[src/rtl/seq_pkg.sv]
// Shared definitions for the serial sequence transmitter and the detector benches that it drives.
// Latency: n/a (types and constants only).
// Backpressure: n/a.
package seq_pkg;

    // Transmitter FSM states
    typedef enum logic [1:0] {
        IDLE  = 2'd0,
        SHIFT = 2'd1,
        GAP   = 2'd2,
        DONE  = 2'd3
    } seq_state_t;

    // Default geometry
    localparam int DEF_PAT_W = 4;
    localparam int DEF_CNT_W = 4;

    // Standard stimulus patterns used by the detector benches
    localparam logic [3:0] PAT_1101 = 4'b1101;
    localparam logic [3:0] PAT_1011 = 4'b1011;

endpackage

[src/rtl/seq_pattern_tx.sv]
// Serial pattern transmitter: shifts a PAT_W-bit pattern out MSB-first, reps times, with gap idle cycles between repetitions.
// Latency: first pattern bit is registered on the same edge that accepts start; done pulses one cycle after the last bit.
// Backpressure: none on the serial side; start is accepted only in IDLE, and a start while busy is dropped, not queued.
//
// Ports:
//   clk, rst               clock, synchronous active-high reset
//   start, abort           control; abort beats start, rst beats both
//   pattern, reps, gap     transfer parameters, captured on an accepted start
//   idle_bit               line level outside pattern bits, captured on an accepted start
//   ser_out, valid         serial bit and its qualifier (registered)
//   busy, done             transfer in progress / one-cycle completion pulse (registered)
module seq_pattern_tx
    import seq_pkg::*;
#(
    parameter int PAT_W = DEF_PAT_W,
    parameter int CNT_W = DEF_CNT_W
) (
    input  logic             clk,
    input  logic             rst,
    input  logic             start,
    input  logic             abort,
    input  logic [PAT_W-1:0] pattern,
    input  logic [CNT_W-1:0] reps,
    input  logic [CNT_W-1:0] gap,
    input  logic             idle_bit,
    output logic             ser_out,
    output logic             valid,
    output logic             busy,
    output logic             done
);

    localparam int BIT_W = $clog2(PAT_W);

    seq_state_t       r_state;
    logic [PAT_W-1:0] r_pat;      // captured pattern, used to reload between repetitions
    logic [PAT_W-1:0] r_shift;    // bits still to be sent, next one at the MSB
    logic [BIT_W-1:0] r_bit_cnt;  // bits remaining after the one on ser_out
    logic [CNT_W-1:0] r_rep_cnt;  // repetitions remaining, including the current one
    logic [CNT_W-1:0] r_gap_len;
    logic [CNT_W-1:0] r_gap_cnt;  // gap cycles remaining after the current one
    logic             r_idle;
    logic             r_ser;
    logic             r_vld;
    logic             r_busy;
    logic             r_done;

    logic w_accept;

    assign w_accept = start & ~abort;

    assign ser_out = r_ser;
    assign valid   = r_vld;
    assign busy    = r_busy;
    assign done    = r_done;

    always_ff @(posedge clk) begin
        if (rst) begin
            r_state   <= IDLE;
            r_pat     <= '0;
            r_shift   <= '0;
            r_bit_cnt <= '0;
            r_rep_cnt <= '0;
            r_gap_len <= '0;
            r_gap_cnt <= '0;
            r_idle    <= 1'b0;
            r_ser     <= 1'b0;
            r_vld     <= 1'b0;
            r_busy    <= 1'b0;
            r_done    <= 1'b0;
        end else begin
            case (r_state)
                IDLE: begin
                    if (w_accept) begin
                        r_pat     <= pattern;
                        r_gap_len <= gap;
                        r_idle    <= idle_bit;
                        r_rep_cnt <= reps;
                        r_busy    <= 1'b1;
                        if (reps != '0) begin
                            // MSB goes straight onto the line; the rest waits in the shifter
                            r_state   <= SHIFT;
                            r_ser     <= pattern[PAT_W-1];
                            r_shift   <= pattern << 1;
                            r_bit_cnt <= BIT_W'(PAT_W - 1);
                            r_vld     <= 1'b1;
                        end else begin
                            r_state <= DONE;
                            r_ser   <= idle_bit;
                            r_vld   <= 1'b0;
                            r_done  <= 1'b1;
                        end
                    end
                end

                SHIFT: begin
                    if (abort) begin
                        r_state <= IDLE;
                        r_ser   <= r_idle;
                        r_vld   <= 1'b0;
                        r_busy  <= 1'b0;
                    end else if (r_bit_cnt != '0) begin
                        r_ser     <= r_shift[PAT_W-1];
                        r_shift   <= r_shift << 1;
                        r_bit_cnt <= r_bit_cnt - BIT_W'(1);
                    end else if (r_rep_cnt > CNT_W'(1)) begin
                        // last bit of a repetition is on the line and more remain
                        r_rep_cnt <= r_rep_cnt - CNT_W'(1);
                        if (r_gap_len == '0) begin
                            r_ser     <= r_pat[PAT_W-1];
                            r_shift   <= r_pat << 1;
                            r_bit_cnt <= BIT_W'(PAT_W - 1);
                        end else begin
                            r_state   <= GAP;
                            r_gap_cnt <= r_gap_len - CNT_W'(1);
                            r_ser     <= r_idle;
                            r_vld     <= 1'b0;
                        end
                    end else begin
                        r_state   <= DONE;
                        r_rep_cnt <= '0;
                        r_ser     <= r_idle;
                        r_vld     <= 1'b0;
                        r_done    <= 1'b1;
                    end
                end

                GAP: begin
                    if (abort) begin
                        r_state <= IDLE;
                        r_ser   <= r_idle;
                        r_vld   <= 1'b0;
                        r_busy  <= 1'b0;
                    end else if (r_gap_cnt == '0) begin
                        r_state   <= SHIFT;
                        r_ser     <= r_pat[PAT_W-1];
                        r_shift   <= r_pat << 1;
                        r_bit_cnt <= BIT_W'(PAT_W - 1);
                        r_vld     <= 1'b1;
                    end else begin
                        r_gap_cnt <= r_gap_cnt - CNT_W'(1);
                    end
                end

                DONE: begin
                    // abort is ignored here so the done pulse always completes
                    r_state <= IDLE;
                    r_ser   <= r_idle;
                    r_vld   <= 1'b0;
                    r_busy  <= 1'b0;
                    r_done  <= 1'b0;
                end

                default: begin
                    r_state <= IDLE;
                    r_vld   <= 1'b0;
                    r_busy  <= 1'b0;
                    r_done  <= 1'b0;
                end
            endcase
        end
    end

endmodule

[config.mk]
export PLATFORM = sky130hd
export DESIGN_NAME = seq_pattern_tx
export DESIGN_NICKNAME = d
export VERILOG_FILES = /design/src/rtl/seq_pkg.sv /design/src/rtl/seq_pattern_tx.sv
export SDC_FILE = /design/constraint.sdc
export NUM_CORES = 1
export LEC_CHECK = 0
export CAP_MARGIN = 20
export CORE_ASPECT_RATIO = 1.75
export CORE_MARGIN = 2
export CORE_UTILIZATION = 40
export CTS_CLUSTER_DIAMETER = 120
export DETAILED_ROUTE_END_ITERATION = 10
export HOLD_SLACK_MARGIN = 0.12
export PLACE_DENSITY = 0.73
export SYNTH_ARGS = -nofsm -noshare
export SYNTH_HDL_FRONTEND = slang
export SYNTH_SLANG_ARGS = --single-unit
[constraint.sdc]
create_clock -name clk -period 3.24 [get_ports clk]
set_clock_uncertainty 0.15 [all_clocks]
set_input_delay 0.972 -clock clk [delete_from_list [all_inputs] [get_ports clk]]
set_output_delay 0.972 -clock clk [all_outputs]
set_load 0.02 [all_outputs]
==> metrics <==
Worst Reg-to-Reg Cells 7; GR peak layer met2; Tcrit/Tclk final 81.5%; Residual DRC 0; Rows 31; Yosys reg bits 28; DR vias/cell 5.70; Clock Power Share 11.7%; min-delay src done; Non-Filler Instances 267; CTS clk-pin slew, worst paths 0.09 ns; Internal 916 µW; number of synthesized flops with an enable pin 0; WL final 3810 µm; vias in the first global route 1462; Syn Area/Cell 8.30 µm²; Pwr per Cell Area 836 nW/µm²; Initial DRC Count 39; crit path launch type input port; fin nets 245; 1st-pass router iterations 4; first-pass GRT wire length 6510 µm; Worst Hold Path EP done; CTS max path bufs 2; adder-cell share of the synthesized area 5.94%; Die Ht 89.8 µm; Yosys top cell by area dfxtp_1; ant diodes 0; Core Area 4070 µm²; Lkg Pwr 0.753 nW; CP max FO 11; Port Buffer Count 20; Sequential Power Share 30.6%; RR Startpoint r_state[0]; Synth top cells by count dfxtp_1, nor2_1, mux2i_1, a21oi_1, o21ai_0; max_cap viols 0; xor and xnor fraction of the mapped netlist area 0.520%; crit path DAT 2.65 ns; Die ar. 4770 µm²; Total Routing Usage GR 17.5%; Final Slew Violations 0; Max VDD drop 437 µV; Unique masters post-synth 47; root buffer cell clkbuf_8; Worst Setup Path Type input port to flop; max frequency 379 MHz; FF-to-FF End r_gap_cnt[2]; Synthesized Nets 228; initial antenna violation count 0; die width 53.1 µm; internal reg-to-reg setup slack 0.83 ns; Compound-Gate Fraction of Synth Area 23.3%; Tightest Hold Check Type flop to flop; CTS tree yes; layout cells sized above 1 8.26%; status complete, no violations; Synth top area share 33.3%; post-synthesis mux area share 9.58%; measured slew at the worst slew-check pin 0.631 ns; clock sink count 28; Via Count 1521; cts hold-fix bufs 0; RSZ-0062 raised after global routing false; placed cells 264; Critical Path RT 3.25 ns; DP Wirelength 2850 µm; Slew HR 57.9%; met1 usage 19.6%; P_sw 718 µW; Initial Utilization 41.4%; crit path time final 2.64 ns; met3 usage 1.99%; YS warnings 0; total chip power 1.63 mW; main combinational cell family by area after synthesis compound AO/OA/AOI/OAI gates; Final TNS setup 0 ns; sequential fraction of the synthesis area 33.3%; Comb power frac 57.7%; FFs w/ async S/R, synth 0%; Top FF cell, synth dfxtp_1; Simple-Gate Fraction of Synth Area 22.3%; CTS buffer count 3; met2 Usage GRT 30.7%; CTS resizes 0; Post-CTS Setup Bufs 0; largest net degree at the start of global routing 30; H-tree levels 1; Layout area overhead 16.0%; Sw Share 43.9%; hold path depth 2; Final Hold Viols 0; Final ANT Viol Nets 0; critical path endpoint category flop; gpl congestion 0.933; total grt overflow 0; most numerous cell in the Yosys netlist dfxtp_1; Final Setup Violations 0; mapped cell area 1680 µm²; io pins 21; wire length per cell 14.3 µm; ranking of synthesized cells by area dfxtp_1, mux2i_1, ha_1; Mapped Cells 203; later-pin clock latency in the skew report 0.28 ns
==> power groups by stage <==
stage / clock network, mW / logic [mW] / registers (mW)
after floorplan: 0 / 0.719 / 0.515
after global placement: 0 / 0.928 / 0.508
after detailed placement: 0 / 0.935 / 0.509
after CTS: 0.196 / 0.941 / 0.502
after global routing: 0.203 / 1.06 / 0.515
final: 0.191 / 0.943 / 0.501
==> final cells by class <==
type                       instances  area, µm²
clock buffer                       3       41.3
fill                             415       2120
inverter                           8       30.0
multi-input combinational        156       1040
sequential                        28        561
tap                               49       61.3
timing repair buffer              23        223
==> placed cells by master (no fill, tap or decap), types with 2 or more instances in the layout <==
cell	Yosys	final
dfxtp_1	28	28
or2_2	3	3
a21oi_1	14	14
nand3_1	6	6
o21ai_0	12	12
nor4_1	4	4
clkdlybuf4s50_1	0	20
ha_1	8	8
mux2i_1	15	15
nand2b_1	7	7
or3_1	2	2
buf_4	1	3
clkbuf_8	0	3
nand3b_1	2	2
nor2b_1	4	4
a21o_1	2	2
inv_1	8	8
o21a_1	3	3
nand2_1	7	7
a211oi_1	4	4
nor2_1	25	25
a311oi_1	2	2
a22oi_1	6	6
nor3_1	7	7
o21ai_1	2	2
==> metrics by stage <==
| stage | setup slack, ns | instance area, µm² | util (%) | hold WS [ns] |
|---|---|---|---|---|
| floorplan | 0.944 | 1680 | - | 0.304 |
| global placement | 0.397 | 1910 | 47.0 | 0.309 |
| detailed placement | 0.348 | 1910 | 47.0 | 0.321 |
| CTS | 0.643 | 1950 | 48.0 | 0.335 |
| global route | 0.395 | 1950 | 48.0 | 0.363 |
| finish | 0.598 | 1950 | 48.0 | 0.332 |
==> layer usage <==
layer | vias up | routed length (µm)
li1 | 770 | -
met1 | 718 | 1590
met2 | 25 | 2010
met3 | 8 | 124
met4 | 0 | 85
met5 | - | 0
==> how the worst max path moves through the flow <==
stage | startpoint | endpoint | depth (start not counted)
after floorplan | reps[1] | r_bit_cnt[1] | 5
after global placement | abort | r_state[1] | 6
after detailed placement | abort | r_state[1] | 6
after CTS | abort | r_state[1] | 6
after global routing | abort | r_state[1] | 6
final | abort | r_state[1] | 6
==> critical path: stages <==
cell             delay, ns
clkdlybuf4s50_1       0.59
nand2b_1              0.27
nand2_1               0.10
o21ai_0               0.18
a2111oi_0             0.46
nor3_1                0.08
==> state kept, by name, summed over array words and instances (netlist names) <==
| register | flops |
|---|---|
| r_rep_cnt | 4 |
| done | 1 |
| r_gap_len | 4 |
| valid | 1 |
| busy | 1 |
| r_bit_cnt | 2 |
| ser_out | 1 |
| r_shift | 3 |
| r_pat | 4 |
| r_state | 2 |
| r_idle | 1 |
| r_gap_cnt | 4 |
==> logic make-up after synthesis <==
logic type,count (synthesis)
DFF,28
muxes,16
buffers and inverters,19
adders and majority gates,8
and+or+nand+nor,73
AOI/OAI and AO/OA,58
xor gates and xnor gates,1
Power figures use the tool's default switching activity.
